File: src/rtl/csa_pkg.sv
`default_nettype none
// +--------------------------------------------------------------------------+
// | csa_pkg: shared helpers for csa_addsub_pipe (config check, sat values)   |
// | Rev 1.0                                                                  |
// +--------------------------------------------------------------------------+
package csa_pkg;

  localparam int unsigned CSA_MAXW = 1024;

  function automatic bit csa_cfg_ok(input int unsigned width, input int unsigned block);
    if (block < 1) return 1'b0;
    if (width > CSA_MAXW || width < block) return 1'b0;
    return (width % block) == 0;
  endfunction

  // Largest positive two's-complement value of the given width.
  function automatic logic [CSA_MAXW-1:0] SAT_POS(input int unsigned width);
    logic [CSA_MAXW-1:0] r;
    r = '0;
    for (int unsigned i = 0; i + 1 < width; i++) r[i] = 1'b1;
    return r;
  endfunction

  function automatic logic [CSA_MAXW-1:0] SAT_NEG(input int unsigned width);
    logic [CSA_MAXW-1:0] r;
    r = '0;
    if (width >= 1 && width <= CSA_MAXW) r[width-1] = 1'b1;
    return r;
  endfunction

endpackage
`default_nettype wire

File: src/rtl/csa_block.sv
`default_nettype none
// +--------------------------------------------------------------------------+
// | csa_block: BLOCK-wide ripple pair, carry-in 0 and carry-in 1 variants    |
// | Rev 1.0                                                                  |
// +--------------------------------------------------------------------------+
module csa_block
  import csa_pkg::*;
#(
  parameter int BLOCK = 8
) (
  input  logic [BLOCK-1:0] a_i,
  input  logic [BLOCK-1:0] b_i,
  output logic [BLOCK-1:0] sum0_o,
  output logic [BLOCK-1:0] sum1_o,
  output logic             c0_o,
  output logic             c1_o
);

  logic w_k0;
  logic w_k1;

  always_comb begin
    w_k0   = 1'b0;
    w_k1   = 1'b1;
    sum0_o = '0;
    sum1_o = '0;
    for (int i = 0; i < BLOCK; i++) begin
      sum0_o[i] = a_i[i] ^ b_i[i] ^ w_k0;
      sum1_o[i] = a_i[i] ^ b_i[i] ^ w_k1;
      w_k0      = (a_i[i] & b_i[i]) | (w_k0 & (a_i[i] ^ b_i[i]));
      w_k1      = (a_i[i] & b_i[i]) | (w_k1 & (a_i[i] ^ b_i[i]));
    end
    c0_o = w_k0;
    c1_o = w_k1;
  end

endmodule
`default_nettype wire

File: src/rtl/csa_addsub_pipe.sv
`default_nettype none
// +--------------------------------------------------------------------------+
// | csa_addsub_pipe: 2-stage carry-select add/sub, valid/ready, flags.       |
// | Define CSA_SAT_EN for a saturating sum on signed overflow.  Rev 1.0      |
// +--------------------------------------------------------------------------+
module csa_addsub_pipe
  import csa_pkg::*;
#(
  parameter int WIDTH = 64,
  parameter int BLOCK = 8
) (
  input  logic             clock,
  input  logic             reset_n,
  input  logic             in_valid,
  output logic             in_ready,
  input  logic [WIDTH-1:0] a,
  input  logic [WIDTH-1:0] b,
  input  logic             sub,
  input  logic             cin,
  output logic             out_valid,
  input  logic             out_ready,
  output logic [WIDTH-1:0] sum,
  output logic             cout,
  output logic             ovf,
  output logic             zero
);

  localparam int NBLK = WIDTH / BLOCK;
  localparam int MSB  = WIDTH - 1;

  if (!csa_cfg_ok(WIDTH, BLOCK)) begin : g_bad_cfg
    $error("csa_addsub_pipe: WIDTH must be a non-zero multiple of BLOCK");
  end

  logic                        w_load_a, w_load_b, w_take;
  logic [WIDTH-1:0]            w_b_eff;
  logic                        w_cin0;
  logic [NBLK-1:0][BLOCK-1:0]  w_s0, w_s1;
  logic [NBLK-1:0]             w_c0, w_c1;

  logic [NBLK-1:0][BLOCK-1:0]  s0_d, s1_d, s0_q, s1_q;
  logic [NBLK-1:0]             c0_d, c1_d, c0_q, c1_q;
  logic                        valid_a_q, a_msb_q, beff_msb_q;

  logic [WIDTH-1:0]            w_sum_raw, w_sum_fin;
  logic                        w_carry, w_ovf;
  logic [WIDTH-1:0]            sum_q;
  logic                        out_valid_q, cout_q, ovf_q, zero_q;

  // in_ready depends combinationally on out_ready; there is no skid buffer.
  assign w_load_b = !out_valid_q || out_ready;
  assign w_load_a = !valid_a_q || w_load_b;
  assign w_take   = in_valid && w_load_a;
  assign in_ready = w_load_a;

  assign w_b_eff = sub ? ~b : b;
  assign w_cin0  = cin ^ sub;

  for (genvar k = 0; k < NBLK; k++) begin : g_blk
    csa_block #(.BLOCK(BLOCK)) u_blk (
      .a_i    (a[k*BLOCK +: BLOCK]),
      .b_i    (w_b_eff[k*BLOCK +: BLOCK]),
      .sum0_o (w_s0[k]),
      .sum1_o (w_s1[k]),
      .c0_o   (w_c0[k]),
      .c1_o   (w_c1[k])
    );
  end

  // Block 0 is resolved here; both halves of its pair hold the same value so
  // stage B can select uniformly across all blocks.
  always_comb begin
    s0_d    = w_s0;
    s1_d    = w_s1;
    c0_d    = w_c0;
    c1_d    = w_c1;
    s0_d[0] = w_cin0 ? w_s1[0] : w_s0[0];
    s1_d[0] = s0_d[0];
    c0_d[0] = w_cin0 ? w_c1[0] : w_c0[0];
    c1_d[0] = c0_d[0];
  end

  always_ff @(posedge clock or negedge reset_n) begin
    if (!reset_n) begin
      valid_a_q  <= 1'b0;
      s0_q       <= '0;
      s1_q       <= '0;
      c0_q       <= '0;
      c1_q       <= '0;
      a_msb_q    <= 1'b0;
      beff_msb_q <= 1'b0;
    end else begin
      if (w_load_a) valid_a_q <= in_valid;
      if (w_take) begin
        s0_q       <= s0_d;
        s1_q       <= s1_d;
        c0_q       <= c0_d;
        c1_q       <= c1_d;
        a_msb_q    <= a[MSB];
        beff_msb_q <= w_b_eff[MSB];
      end
    end
  end

  always_comb begin
    w_carry   = 1'b0;
    w_sum_raw = '0;
    for (int k = 0; k < NBLK; k++) begin
      w_sum_raw[k*BLOCK +: BLOCK] = w_carry ? s1_q[k] : s0_q[k];
      w_carry                     = w_carry ? c1_q[k] : c0_q[k];
    end
  end

  assign w_ovf = (a_msb_q == beff_msb_q) && (w_sum_raw[MSB] != a_msb_q);

`ifdef CSA_SAT_EN
  localparam logic [WIDTH-1:0] C_SAT_POS = WIDTH'(SAT_POS(WIDTH));
  localparam logic [WIDTH-1:0] C_SAT_NEG = WIDTH'(SAT_NEG(WIDTH));
  assign w_sum_fin = w_ovf ? (a_msb_q ? C_SAT_NEG : C_SAT_POS) : w_sum_raw;
`else
  assign w_sum_fin = w_sum_raw;
`endif

  always_ff @(posedge clock or negedge reset_n) begin
    if (!reset_n) begin
      out_valid_q <= 1'b0;
      sum_q       <= '0;
      cout_q      <= 1'b0;
      ovf_q       <= 1'b0;
      zero_q      <= 1'b0;
    end else if (w_load_b) begin
      out_valid_q <= valid_a_q;
      if (valid_a_q) begin
        sum_q  <= w_sum_fin;
        cout_q <= w_carry;
        ovf_q  <= w_ovf;
        zero_q <= (w_sum_fin == '0);
      end
    end
  end

  assign out_valid = out_valid_q;
  assign sum       = sum_q;
  assign cout      = cout_q;
  assign ovf       = ovf_q;
  assign zero      = zero_q;

endmodule
`default_nettype wire
File: config.mk
export PLATFORM = sky130hd
export DESIGN_NAME = csa_addsub_pipe
export DESIGN_NICKNAME = d
export VERILOG_FILES = /design/src/rtl/csa_pkg.sv /design/src/rtl/csa_block.sv /design/src/rtl/csa_addsub_pipe.sv
export SDC_FILE = /design/constraint.sdc
export NUM_CORES = 1
export LEC_CHECK = 0
export BUFFER_PORTS_ARGS = -buffer_cell sky130_fd_sc_hd__buf_2
export CAP_MARGIN = 20
export CORE_MARGIN = 8
export CORE_UTILIZATION = 45
export CTS_BUF_LIST = sky130_fd_sc_hd__clkbuf_4 sky130_fd_sc_hd__clkbuf_8
export DETAILED_ROUTE_END_ITERATION = 6
export MAX_ROUTING_LAYER = met4
export PLACE_DENSITY = 0.66
export SKIP_LAST_GASP = 1
export SYNTH_ARGS = -nofsm -noshare
export SYNTH_HDL_FRONTEND = slang
export SYNTH_SLANG_ARGS = --single-unit
File: constraint.sdc
create_clock -name clock -period 4.05 [get_ports clock]
set_input_delay 0.405 -clock clock [delete_from_list [all_inputs] [get_ports clock]]
set_output_delay 0.405 -clock clock [all_outputs]
set_load 0.01 [all_outputs]
* Word level (Yosys, flattened, before mapping) *
Cells that the tools add are included.

word-level totals
  register bits = 207
  word-level logic and storage cells = 534
  output and inout bits = 69
  input port bits = 134

cells by class
  equal/unequal tests = 2
  bitwise logic cells = 482
  multiplexer cells = 17
  reduce and logical (&&, ||, !) cells = 8

operators with widths
  kind                   number
  1-bit bitwise XOR      177
  1-bit bitwise AND      176
  1-bit OR               120
  64-bit zero test       1
  64-bit two-way mux     1
  8-bit two-way mux      8
  64-bit inverter        1
  1-bit two-way mux      8
  1-bit inverter         8
  1-bit logical AND      2
  1-bit zero test        2
  1-bit logical OR       2
  2-bit AND reduction    1
  1-bit == test          1
  1-bit inequality test  1

* Logic depth before layout (Yosys ltp) *
Gate-level depths: netlist of run 1.

  depth in word-level cells = 19
  gate-level depth with buffers = 17
  depth with buffers taken out = 15

* By module *
From an unflattened synthesis of run 1, not the netlist that was laid out.

second synthesis, totals
  cells, all modules = 1023
  area total of the unflattened synthesis = 12303.0 um^2

modules (own cells, without submodules)
  module           area an instance (um^2)  cells each  times used  seq. area each (um^2)
  csa_addsub_pipe  9500.4                   799         1           5154.9
  csa_block        350.3                    28          8           0.0

* Least setup slack after synthesis of run 1 *
Ideal clock, no wire load.

  path type = input port to flip-flop
  from = input sub
  to = register s0_q[7] in the netlist's numbering
  stages on the path = 17
  arrival = 4.824 ns
  buffers on the path = 2
  setup slack = -0.891 ns
  path through = clkbuf_1 buf_1 xor2_1 inv_1 ha_1 nand2_1 o21ai_0 fa_1 fa_1 fa_1 fa_1 fa_1 fa_1 inv_1 fa_1 nand2_1 nand2_1

RTL lines
  what                  RTL line               RTL
  from (decl)           csa_addsub_pipe.sv:18  input logic sub,
  to (signal assigned)  csa_addsub_pipe.sv:86  s0_q <= '0;
  to (signal assigned)  csa_addsub_pipe.sv:95  s0_q <= s0_d;
  to (decl)             csa_addsub_pipe.sv:41  logic [NBLK-1:0][BLOCK-1:0] s0_d, s1_d, s0_q, s1_q;

* Final worst setup path of run 1 *
  from = input sub
  to = register s1_q[47] in the netlist's numbering

on the way
  longest elaborated chain between the ends = 16

RTL lines
  what                                                    RTL line               RTL
  64-bit two-way mux (*)                                  csa_addsub_pipe.sv:56  assign w_b_eff = sub ? ~b : b;
  1-bit bitwise AND or 1-bit bitwise XOR (tied branches)  csa_block.sv:31        w_k1 = (a_i[i] & b_i[i]) | (w_k1 & (a_i[i] ^ b_i[i]));
  1-bit OR                                                csa_block.sv:31
  1-bit bitwise AND                                       csa_block.sv:31
  1-bit OR                                                csa_block.sv:31
  1-bit bitwise AND                                       csa_block.sv:31
  1-bit OR                                                csa_block.sv:31
  1-bit bitwise AND                                       csa_block.sv:31
  1-bit OR                                                csa_block.sv:31
  1-bit bitwise AND                                       csa_block.sv:31
  1-bit OR                                                csa_block.sv:31
  1-bit bitwise AND                                       csa_block.sv:31
  1-bit OR                                                csa_block.sv:31
  1-bit bitwise AND                                       csa_block.sv:31
  1-bit OR                                                csa_block.sv:31
  1-bit bitwise XOR (*)                                   csa_block.sv:29        sum1_o[i] = a_i[i] ^ b_i[i] ^ w_k1;
  via g_blk[5].u_blk.sum1_o[7]                            csa_block.sv:14        output logic [BLOCK-1:0] sum1_o,
  to (signal assigned)                                    csa_addsub_pipe.sv:87  s1_q <= '0;
  to (signal assigned)                                    csa_addsub_pipe.sv:96  s1_q <= s1_d;
  to (decl)                                               csa_addsub_pipe.sv:41

The timed path passes the listed nets; every way through them passes the cells marked *.
A chain may end at the register's enable or synchronous reset.

==> implementation parameters, run 1 <==
Parameter                              Value

GRT
  Total routing resource utilization after global routing    18.0%
  First-pass GRT wire length    44200 um
  GR Overflow Total    0
  Pin count of the biggest net entering global routing    111
  Number of global-route vias before repair    8802
  Antenna violations before repair    2

Floorplanning
  Placeable core region    25800 sq um
  Horiz. Die Dim    177 um
  Die Height    177 um
  Placement row count    59
  IO Pins    203
  Starting Density    45.2%
  Die footprint    31300 sq um

Layout
  Fraction of layout instances using a drive strength above 1    25.1%
  Share of the core filled with cells    54.3%
  Layout net count    1576
  Synth-to-Final Area Change    20.1%
  Fin cells    1685
  Post-route cell area    14000 sq um
  Filler instances    2333

Timing
  Worst Tran Pin Value    0.817 ns
  Final count of pins violating max slew    0
  Setup repair after global routing missed its margin    no
  # setup viols final    0
  Hold violation count in the final report    0
  Setup Total Neg Slack    0 ns
  Headroom to the max-slew limit    45.5%
  Clock skew after layout    0.0184 ns
  Post-route worst hold slack    0.142 ns
  Fmax    0.266 GHz
  Crit path time final    3.75 ns
  Final period util    92.7%
  Smallest setup slack after layout    0.296 ns

Power and ir drop
  Power Dens Cells    522 nW/um^2
  P_leak    6.80 nW
  Switching Share    33.8%
  Sw Pwr    2.47 mW
  Post-route total power    7.30 mW
  VDD IR max    0.243 mV
  Part of the power in the clock network    28.1%
  Logic gate share of total power    29.6%
  Power share of the sequential group    42.3%
  Internal portion of total power    4.84 mW

Logic synthesis
  Leading area contributor after synthesis    sky130_fd_sc_hd__dfrtp_1
  Post-synth ARST share    100%
  Number of flops mapped to enable cells by yosys    0
  Avg Synthesized Cell Area    10.5 sq um
  List of most frequent post-synthesis cells    273 x sky130_fd_sc_hd__nand2_1, 206 x sky130_fd_sc_hd__dfrtp_1, 117 x sky130_fd_sc_hd__o21ai_0, 105 x sky130_fd_sc_hd__fa_1, 86 x sky130_fd_sc_hd__inv_1
  Top area cells in the synthesized netlist    sky130_fd_sc_hd__dfrtp_1 44%, sky130_fd_sc_hd__fa_1 18%, sky130_fd_sc_hd__nand2_1 8.8%
  Synthesized flop and latch total    206
  Cell with the most instances after synthesis    sky130_fd_sc_hd__nand2_1
  Warnings from Yosys    0
  Synthesized cell area    11600 sq um
  Sequential element share of the synthesized area    44.3%
  Portion of synthesized cell area occupied by the leading cell type    44.3%
  Most used flip-flop cell after synthesis    sky130_fd_sc_hd__dfrtp_1
  Syn Nets    1367
  Post-synth cell types    45
  Synthesized netlist cell count    1112

Placement
  Count of placed standard cells including taps    1616
  Final Wtd Congestion    0.836
  Count of port buffers added during placement    202
  Pre-CTS WS    -0.250 ns
  Instance area after placement    13200 sq um
  Total half-perimeter wirelength after legalization and detailed placement    20500 um

Clock tree
  CTS Root Cell    sky130_fd_sc_hd__clkbuf_8
  Post-CTS setup buffer count    0
  Number of buffers created by CTS    37
  Clock tree from TritonCTS    done
  Number of gates given a new drive strength after cts    0
  Reg clk slew, reported paths    0.06 ns
  Deepest level of the CTS H-tree    2
  Clk sinks    206
  Maximum buffer depth of the clock tree    3
  Skew-Pair Late Insertion Delay    0.52 ns

Worst setup path
  Crit path launch type    input pin
  Endpoint of the worst register-to-register path    sum[56]
  Category of the worst setup path capture point    flip-flop
  Endpoint arrival time on the critical path    4.15 ns
  Required arrival time at the worst endpoint    4.44 ns
  Startpoint of the worst-slack reg-to-reg timing path    c0_q[0]
  Largest fanout on the critical path    12
  Register-to-register path setup slack    0.54 ns
  Worst Setup Path Type    input pin to flip-flop
  FF-to-FF path depth    7

Run status
  Run status    finished, final reports clean

Worst hold path
  Hold/Removal Path Class    input pin to flip-flop
  Hold Crit Depth    2
  Endpoint, Worst Hold    valid_a_q
  Critical hold path startpoint    in_valid

Route
  Overall via count from detail_route    8136
  Drt total wl    26900 um
  Count of nets left with antenna violations after detail routing    0
  Average wire per standard cell    16.0 um
  Via density per instance    4.83
  Post-detailed-route DRC marker count    0
  Starting DRC count in detailed routing    391
  Detailed-routing iteration count for the pre-antenna-repair pass    4

Job
  Maxcap violations    0
worst max path at each step:
stage          start        to  slack, ns  cells after the start
3_5_place_dp     sub  s1_q[39]      -0.25                     15
5_1_grt          sub  s1_q[55]       0.15                     15
4_1_cts          sub  s1_q[39]       0.30                     15
6_report         sub  s1_q[47]       0.30                     15
2_1_floorplan    sub   s0_q[7]      -0.17                     17
3_3_place_gp     sub  s1_q[39]      -0.18                     15
cell families after synthesis:
| kind of cell | synth area share (%) |
|---|---|
| flops | 44.3 |
| compound gates | 7.98 |
| simple gates | 11.7 |
| xor+xnor | 4.96 |
| buf+inv | 4.66 |
| mux | 6.68 |
| fa+ha+maj | 19.8 |
registers in the layout, summed over array words and instances (netlist names):
| signal | cells |
|---|---|
| ovf | 1 |
| a_msb_q | 1 |
| c1_q | 7 |
| sum | 64 |
| c0_q | 8 |
| cout | 1 |
| beff_msb_q | 1 |
| s0_q | 64 |
| s1_q | 56 |
| valid_a_q | 1 |
| zero | 1 |
| out_valid | 1 |
critical path, stage by stage:
cell                      delay [ns]
sky130_fd_sc_hd__buf_4          0.15
sky130_fd_sc_hd__buf_12         0.16
sky130_fd_sc_hd__xor2_1         0.18
sky130_fd_sc_hd__inv_1          0.06
sky130_fd_sc_hd__ha_1           0.19
sky130_fd_sc_hd__fa_1           0.38
sky130_fd_sc_hd__fa_1           0.41
sky130_fd_sc_hd__fa_1           0.41
sky130_fd_sc_hd__fa_1           0.40
sky130_fd_sc_hd__fa_1           0.40
sky130_fd_sc_hd__fa_1           0.38
sky130_fd_sc_hd__inv_1          0.08
sky130_fd_sc_hd__fa_1           0.40
sky130_fd_sc_hd__nand2_1        0.07
sky130_fd_sc_hd__nand2_1        0.06
power groups by stage:
stage | clock network [mW] | registers, mW | logic (mW)
after floorplan | 0 | 3.14 | 1.31
after global placement | 0 | 3.11 | 2.15
after detailed placement | 0 | 3.13 | 2.20
after CTS | 2.12 | 3.09 | 2.21
after global routing | 2.21 | 3.18 | 2.47
final | 2.05 | 3.09 | 2.16
timing repair:
action / CTS / global route
setup endpoints to repair: 0 / 0
hold endpoints to repair: 68 / 0
hold buffers: 1 / 0
area by class of cell:
| class | instances | area (sq um) | area share (%) |
|---|---|---|---|
| Inverter | 86 | 323 | 2.31 |
| Antenna cell | 2 | 5.00 | 0.0358 |
| Clock buffer | 63 | 786 | 5.62 |
| Multi-Input combinational cell | 764 | 6030 | 43.1 |
| Tap cell | 335 | 419 | 3.00 |
| Clock inverter | 3 | 17.5 | 0.125 |
| Sequential cell | 206 | 5150 | 36.8 |
| Timing Repair Buffer | 226 | 1250 | 8.97 |
layout by cell type (no fill, tap or decap), types with 2 or more instances in the layout:
master / Yosys / routed
sky130_fd_sc_hd__clkbuf_8: 0 / 51
sky130_fd_sc_hd__nand3_1: 4 / 4
sky130_fd_sc_hd__nor4_1: 22 / 22
sky130_fd_sc_hd__nand2b_1: 6 / 6
sky130_fd_sc_hd__buf_12: 0 / 4
sky130_fd_sc_hd__a211oi_1: 2 / 2
sky130_fd_sc_hd__o31ai_1: 3 / 3
sky130_fd_sc_hd__a21oi_1: 5 / 5
sky130_fd_sc_hd__xor2_1: 17 / 17
sky130_fd_sc_hd__nand2_4: 0 / 2
sky130_fd_sc_hd__or4_1: 4 / 4
sky130_fd_sc_hd__nor3_1: 2 / 2
sky130_fd_sc_hd__clkbuf_4: 0 / 13
sky130_fd_sc_hd__mux2_2: 9 / 9
sky130_fd_sc_hd__clkinv_2: 0 / 2
sky130_fd_sc_hd__o21a_1: 4 / 4
sky130_fd_sc_hd__buf_2: 2 / 200
sky130_fd_sc_hd__nand4_1: 2 / 2
sky130_fd_sc_hd__xnor2_1: 49 / 49
sky130_fd_sc_hd__nand2_1: 273 / 271
sky130_fd_sc_hd__mux2i_4: 3 / 3
sky130_fd_sc_hd__diode_2: 0 / 2
sky130_fd_sc_hd__fa_2: 0 / 27
sky130_fd_sc_hd__o21ai_1: 33 / 33
sky130_fd_sc_hd__buf_4: 0 / 20
sky130_fd_sc_hd__fa_1: 105 / 78
sky130_fd_sc_hd__nor2_1: 12 / 12
sky130_fd_sc_hd__mux2i_1: 58 / 58
sky130_fd_sc_hd__inv_1: 86 / 86
sky130_fd_sc_hd__dfrtp_1: 206 / 206
sky130_fd_sc_hd__o21ai_0: 117 / 117
sky130_fd_sc_hd__ha_1: 16 / 16
layer usage:
metal | vias to the layer above | global-route usage (%) | share of wire, %
met5 | - | - | 0
met3 | 43 | 3.14 | 4.4
met4 | 0 | 5.64 | 2.0
met2 | 181 | 29.3 | 49
li1 | 4011 | - | -
met1 | 3901 | 22.6 | 45
No activity file was read; power rests on OpenSTA's default activity.
==> inputs of run 2 (changes only) <==
--- a/config.mk
+++ b/config.mk
@@ -8,4 +8,5 @@
 export BUFFER_PORTS_ARGS = -buffer_cell sky130_fd_sc_hd__buf_2
 export CAP_MARGIN = 20
+export CORE_ASPECT_RATIO = 1.25
 export CORE_MARGIN = 8
 export CORE_UTILIZATION = 45
==> constraint.sdc (replaced) <==
create_clock -name clock -period 4.05 [get_ports clock]
set_input_delay 0.6075 -clock clock [delete_from_list [all_inputs] [get_ports clock]]
set_output_delay 0.6075 -clock clock [all_outputs]
set_load 0.01 [all_outputs]
==> implementation parameters, run 2 (synthesis results as in run 1) <==
Parameter                              Value

Run status
  Run status    finished, final reports clean (unchanged)

Timing
  # setup viols final    0 (unchanged)
  Clock skew after layout    0.0119 ns (was 0.0184 ns)
  Setup Total Neg Slack    0 ns (unchanged)
  Hold violation count in the final report    0 (unchanged)
  Final count of pins violating max slew    0 (unchanged)
  Worst Tran Pin Value    0.963 ns (was 0.817 ns)
  Final period util    97.7% (was 92.7%)
  Setup repair after global routing missed its margin    yes (was no)
  Fmax    0.253 GHz (was 0.266 GHz)
  Headroom to the max-slew limit    35.8% (was 45.5%)
  Crit path time final    3.96 ns (was 3.75 ns)

Worst setup path
  Crit path launch type    input pin (unchanged)
  Category of the worst setup path capture point    flip-flop (unchanged)
  Register-to-register path setup slack    0.64 ns (was 0.54 ns)
  Worst Setup Path Type    input pin to flip-flop (unchanged)
  Largest fanout on the critical path    8 (was 12)
  FF-to-FF path depth    7 (unchanged)
  Endpoint arrival time on the critical path    4.36 ns (was 4.15 ns)
  Required arrival time at the worst endpoint    4.46 ns (was 4.44 ns)

GRT
  First-pass GRT wire length    45100 um (was 44200 um)
  Number of global-route vias before repair    9022 (was 8802)
  Pin count of the biggest net entering global routing    115 (was 111)
  Antenna violations before repair    3 (was 2)
  GR Overflow Total    0 (unchanged)
  Total routing resource utilization after global routing    18.3% (was 18.0%)

Floorplanning
  Horiz. Die Dim    160 um (was 177 um)
  Die Height    196 um (was 177 um)
  IO Pins    203 (unchanged)
  Placeable core region    25800 sq um (about the same)
  Starting Density    45.2% (about the same)
  Die footprint    31300 sq um (about the same)
  Placement row count    66 (was 59)

Layout
  Fraction of layout instances using a drive strength above 1    26.0% (was 25.1%)
  Post-route cell area    14000 sq um (about the same)
  Most common cell after layout, fill and taps aside    sky130_fd_sc_hd__nand2_1 (unchanged)
  Share of the core filled with cells    54.2% (was 54.3%)
  Commonest non-fill, non-tap cells in the layout    271 x sky130_fd_sc_hd__nand2_1, 206 x sky130_fd_sc_hd__dfrtp_1, 200 x sky130_fd_sc_hd__buf_2 (unchanged)
  Synth-to-Final Area Change    20.0% (was 20.1%)
  Layout net count    1573 (was 1576)

Route
  Overall via count from detail_route    8106 (was 8136)
  Count of nets left with antenna violations after detail routing    0 (unchanged)
  Post-detailed-route DRC marker count    0 (unchanged)
  Detailed-routing iteration count for the pre-antenna-repair pass    4 (unchanged)
  Drt total wl    27200 um (was 26900 um)
  Average wire per standard cell    16.2 um (was 16.0 um)
  Via density per instance    4.83 (about the same)
  Starting DRC count in detailed routing    218 (was 391)

Clock tree
  Clk sinks    206 (unchanged)
  Deepest level of the CTS H-tree    2 (unchanged)
  Skew-Pair Late Insertion Delay    0.51 ns (was 0.52 ns)
  Hold_buf cts    0 (was 1)
  Clock tree from TritonCTS    done (unchanged)
  Reg clk slew, reported paths    0.06 ns (about the same)
  CTS Root Cell    sky130_fd_sc_hd__clkbuf_8 (unchanged)
  Maximum buffer depth of the clock tree    3 (unchanged)
  Number of buffers created by CTS    36 (was 37)

Placement
  Count of port buffers added during placement    202 (unchanged)
  Final Wtd Congestion    0.820 (was 0.836)
  Total half-perimeter wirelength after legalization and detailed placement    21000 um (was 20500 um)
  Instance area after placement    13200 sq um (about the same)

Power and ir drop
  Power Dens Cells    511 nW/um^2 (was 522 nW/um^2)
  Post-route total power    7.14 mW (was 7.30 mW)
  P_leak    6.75 nW (was 6.80 nW)
  VDD IR max    0.284 mV (was 0.243 mV)

Job
  Maxcap violations    0 (unchanged)

Worst hold path
  Hold/Removal Path Class    input pin to async pin (was input pin to flip-flop)
-- run 2: cell types whose count changed in the layout (fill, tap and decap cells not counted), sizes merged --
cell,before,now
dlygate4sd3,1,0
clkinv,2,4
diode,2,3
clkinvlp,1,0
clkbuf,64,54
buf,224,223
-- run 2: area by class of cell --
cell class | instances | area (sq um)
Sequential cell | 206 | 5150
Antenna cell | 3 | 7.51
Clock inverter | 4 | 20.0
Clock buffer | 53 | 673
Multi-Input combinational cell | 764 | 6130
Timing Repair Buffer | 224 | 1240
Inverter | 86 | 323
Tap cell | 340 | 425
Fill cell | 2341 | 11800
-- run 2: per-layer routing --
layer  global-route usage [%]  share of wire (%)
met5                        -                  0
met3                     3.04                4.0
met1                     21.0                 40
met4                     7.70                3.5
met2                     31.7                 52
-- run 2: worst max-delay path, cell delays in order --
cell and delay (ns):
sky130_fd_sc_hd__buf_6 0.12, sky130_fd_sc_hd__buf_12 0.15, sky130_fd_sc_hd__xor2_2 0.16, sky130_fd_sc_hd__buf_4 0.12, sky130_fd_sc_hd__inv_1 0.03, sky130_fd_sc_hd__ha_2 0.18, sky130_fd_sc_hd__fa_2 0.41, sky130_fd_sc_hd__fa_2 0.41
sky130_fd_sc_hd__fa_2 0.42, sky130_fd_sc_hd__fa_2 0.41, sky130_fd_sc_hd__fa_2 0.40, sky130_fd_sc_hd__fa_2 0.36, sky130_fd_sc_hd__inv_2 0.06, sky130_fd_sc_hd__fa_1 0.40, sky130_fd_sc_hd__nand2_1 0.07, sky130_fd_sc_hd__nand2_1 0.04
-- run 2: stage by stage --
| step | hold slack, ns | instances | worst slack [ns] |
|---|---|---|---|
| finish | 0.197 | 1680 | 0.0923 |
| CTS | 0.253 | 1676 | 0.0905 |
| floorplan | 0.312 | 1112 | -0.295 |
| detailed placement | 0.463 | 1619 | -0.463 |
| global route | 0.288 | 1680 | -0.0171 |
| global placement | 0.454 | 1619 | -0.396 |
-- run 2: worst paths after layout --
path,startpoint,end
max in group asynchronous,reset_n,s1_q[30]
worst max-delay path,sub,s1_q[15]
worst min-delay path,reset_n,s1_q[27]
worst min register to register,sum[30],sum[30]
min in group clock,in_valid,valid_a_q
worst max register to register,c0_q[0],sum[56]
-- run 2: timing repair --
item                                   4_1_cts  5_1_grt
gates resized for setup                      0       15
setup endpoints to repair                    0       12
setup buffers                                0        1
endpoints found under the hold margin        0        0
-- run 2: where the power goes --
part | switching, mW | internal [mW]
sequential | 0.421 | 2.66
clock | 0.829 | 1.05
combinational | 1.21 | 0.966
total | 2.46 | 4.68
==> inputs of run 3 (changes only) <==
- PLACE_DENSITY: 0.66 -> not set
- PLACE_DENSITY_LB_ADDON: not set -> 0.2
==> implementation parameters, run 3 (synthesis results as in run 1) <==
Parameter                              Value

Timing
  Crit path time final    3.93 ns (was 3.96 ns)
  Hold violation count in the final report    0 (unchanged)
  Setup repair after global routing missed its margin    yes (unchanged)
  # setup viols final    0 (unchanged)
  Headroom to the max-slew limit    43.8% (was 35.8%)
  Final count of pins violating max slew    0 (unchanged)
  Final period util    96.9% (was 97.7%)
  Worst Tran Pin Value    0.843 ns (was 0.963 ns)
  Setup Total Neg Slack    0 ns (unchanged)
  Clock skew after layout    0.0210 ns (was 0.0119 ns)
  Smallest setup slack after layout    0.124 ns (was 0.0923 ns)
  Fmax    0.255 GHz (was 0.253 GHz)

Placement
  Pre-CTS WS    -0.581 ns (was -0.463 ns)
  Total half-perimeter wirelength after legalization and detailed placement    21500 um (was 21000 um)
  Final Wtd Congestion    0.811 (was 0.820)
  Instance area after placement    13200 sq um (about the same)
  Count of port buffers added during placement    202 (unchanged)

Floorplanning
  Starting Density    45.2% (unchanged)
  Placeable core region    25800 sq um (unchanged)
  Horiz. Die Dim    160 um (unchanged)
  IO Pins    203 (unchanged)
  Die Height    196 um (unchanged)
  Placement row count    66 (unchanged)
  Die footprint    31300 sq um (unchanged)

Layout
  Post-route cell area    14000 sq um (about the same)
  Share of the core filled with cells    54.4% (was 54.2%)
  Commonest non-fill, non-tap cells in the layout    271 x sky130_fd_sc_hd__nand2_1, 206 x sky130_fd_sc_hd__dfrtp_1, 200 x sky130_fd_sc_hd__buf_2 (unchanged)
  Synth-to-Final Area Change    20.4% (was 20.0%)
  Layout net count    1578 (was 1573)
  Fraction of layout instances using a drive strength above 1    25.8% (was 26.0%)
  Most common cell after layout, fill and taps aside    sky130_fd_sc_hd__nand2_1 (unchanged)
  Filler instances    2358 (was 2341)

Worst setup path
  Cell-by-cell trace of the critical path    buf_4, buf_12, xor2_4, inv_1, ha_1, fa_1, fa_1, fa_1, fa_1, fa_1, fa_1, inv_1, fa_1, nand2_1, nand2_1 (was buf_6, buf_12, xor2_2, buf_4, inv_1, ha_2, fa_2, fa_2, fa_2, fa_2, fa_2, fa_2, inv_2, fa_1, nand2_1, nand2_1)
  Crit path max-delay cell type    sky130_fd_sc_hd__fa_1 (was sky130_fd_sc_hd__fa_2)
  Endpoint of the worst register-to-register path    sum[62] (was sum[56])
  Gate family responsible for the most delay along the worst path    adder cells (unchanged)
  Endpoint arrival time on the critical path    4.33 ns (was 4.36 ns)
  Number of buffers and inverters on the critical path    4 (was 5)
  Max stage delay on crit path    0.42 ns (about the same)
  Register-to-register path setup slack    0.58 ns (was 0.64 ns)
  Crit path launch type    input pin (unchanged)
  Top cell by count, worst path    sky130_fd_sc_hd__fa_1 (was sky130_fd_sc_hd__fa_2)
  Worst Setup Path Type    input pin to flip-flop (unchanged)
  FF-to-FF path depth    7 (unchanged)
  Largest fanout on the critical path    13 (was 8)
  Required arrival time at the worst endpoint    4.45 ns (was 4.46 ns)
  Category of the worst setup path capture point    flip-flop (unchanged)
  Startpoint of the worst-slack reg-to-reg timing path    c0_q[0] (unchanged)

Clock tree
  Reg clk slew, reported paths    0.06 ns (about the same)
  Maximum buffer depth of the clock tree    3 (unchanged)
  Clk sinks    206 (unchanged)
  Deepest level of the CTS H-tree    2 (unchanged)
  Clock tree from TritonCTS    done (unchanged)
  CTS Root Cell    sky130_fd_sc_hd__clkbuf_8 (unchanged)
  Skew-Pair Late Insertion Delay    0.52 ns (was 0.51 ns)
  Number of buffers created by CTS    37 (was 36)

Route
  Drt total wl    27500 um (was 27200 um)
  Total routed wire length on the met1 layer    11200 um (was 10900 um)
  Post-detailed-route DRC marker count    0 (unchanged)
  Average wire per standard cell    16.3 um (was 16.2 um)
  Starting DRC count in detailed routing    266 (was 218)
  Detailed-routed wire length on met2    14500 um (was 14200 um)
  Detailed-routing iteration count for the pre-antenna-repair pass    4 (unchanged)
  Overall via count from detail_route    8092 (was 8106)
  Met3 WL post-DR    1300 um (was 1090 um)
  Via density per instance    4.79 (was 4.83)
  Highest layer used for signal routing    met4 (unchanged)
  Count of nets left with antenna violations after detail routing    0 (unchanged)

GRT
  First-pass GRT wire length    44900 um (was 45100 um)
  Antenna violations before repair    2 (was 3)
  Number of global-route vias before repair    8786 (was 9022)
  Pin count of the biggest net entering global routing    89 (was 115)
  Total routing resource utilization after global routing    18.4% (was 18.3%)
  GR Overflow Total    0 (unchanged)

Power and ir drop
  VDD IR max    0.306 mV (was 0.284 mV)
  P_leak    6.80 nW (was 6.75 nW)
  Post-route total power    7.26 mW (was 7.14 mW)
  Power Dens Cells    518 nW/um^2 (was 511 nW/um^2)

Job
  Maxcap violations    0 (unchanged)

Worst hold path
  Hold/Removal Path Class    input pin to async pin (unchanged)

Run status
  Run status    finished, final reports clean (unchanged)
==> run 3: routing by layer <==
layer  up-vias  global-route usage, %
met5         -                      -
met1      3889                   21.5
li1       3999                      -
met3        39                   3.46
met2       165                   31.7
met4         0                   5.89
==> run 3: final cells by class <==
class                   count  area, sq um  share of cell area, %
multi-input cells         764         6090                   43.5
inverters                  86          323                   2.30
clock inverters             2         12.5                 0.0893
well taps                 340          425                   3.03
repair buffers            228         1250                   8.95
clock buffers              60          751                   5.36
diodes                      2         5.00                 0.0357
flip-flops and latches    206         5150                   36.8
==> run 3: metrics by stage <==
stage	instances	hold WS, ns
6_report	1688	0.103
5_1_grt	1688	0.136
4_1_cts	1686	0.103
3_5_place_dp	1624	0.466
3_3_place_gp	1624	0.458
2_1_floorplan	1112	0.312
==> run 3: worst max-delay path by stage <==
stage	from	end	slack, ns	cells past startpoint
after floorplan	sub	s0_q[7]	-0.30	17
after global placement	sub	s1_q[39]	-0.48	15
after detailed placement	sub	s1_q[39]	-0.58	15
after CTS	sub	s1_q[39]	0.07	15
after global routing	sub	s1_q[39]	-0.06	14
final	sub	s1_q[39]	0.12	15
==> run 3: worst register-to-register path: stages, from the launching register on <==
cell                      delay (ns)
sky130_fd_sc_hd__dfrtp_1        0.41
sky130_fd_sc_hd__mux2i_4        0.36
sky130_fd_sc_hd__mux2i_1        0.17
sky130_fd_sc_hd__o21ai_2        0.70
sky130_fd_sc_hd__mux2i_4        0.75
sky130_fd_sc_hd__mux2i_4        0.58
sky130_fd_sc_hd__mux2i_1        0.29
sky130_fd_sc_hd__o21ai_1        0.08
==> run 3: timing repair <==
item,in CTS,in global routing
hold buffers,0,0
buffers inserted,0,0
setup endpoints to repair,1,4
gates resized for setup,1,3
==> run 3: where the power goes <==
group / leakage [nW] / internal, mW / switching, mW
clock: 0.404 / 1.16 / 0.841
combinational: 3.86 / 0.967 / 1.21
sequential: 2.53 / 2.66 / 0.425
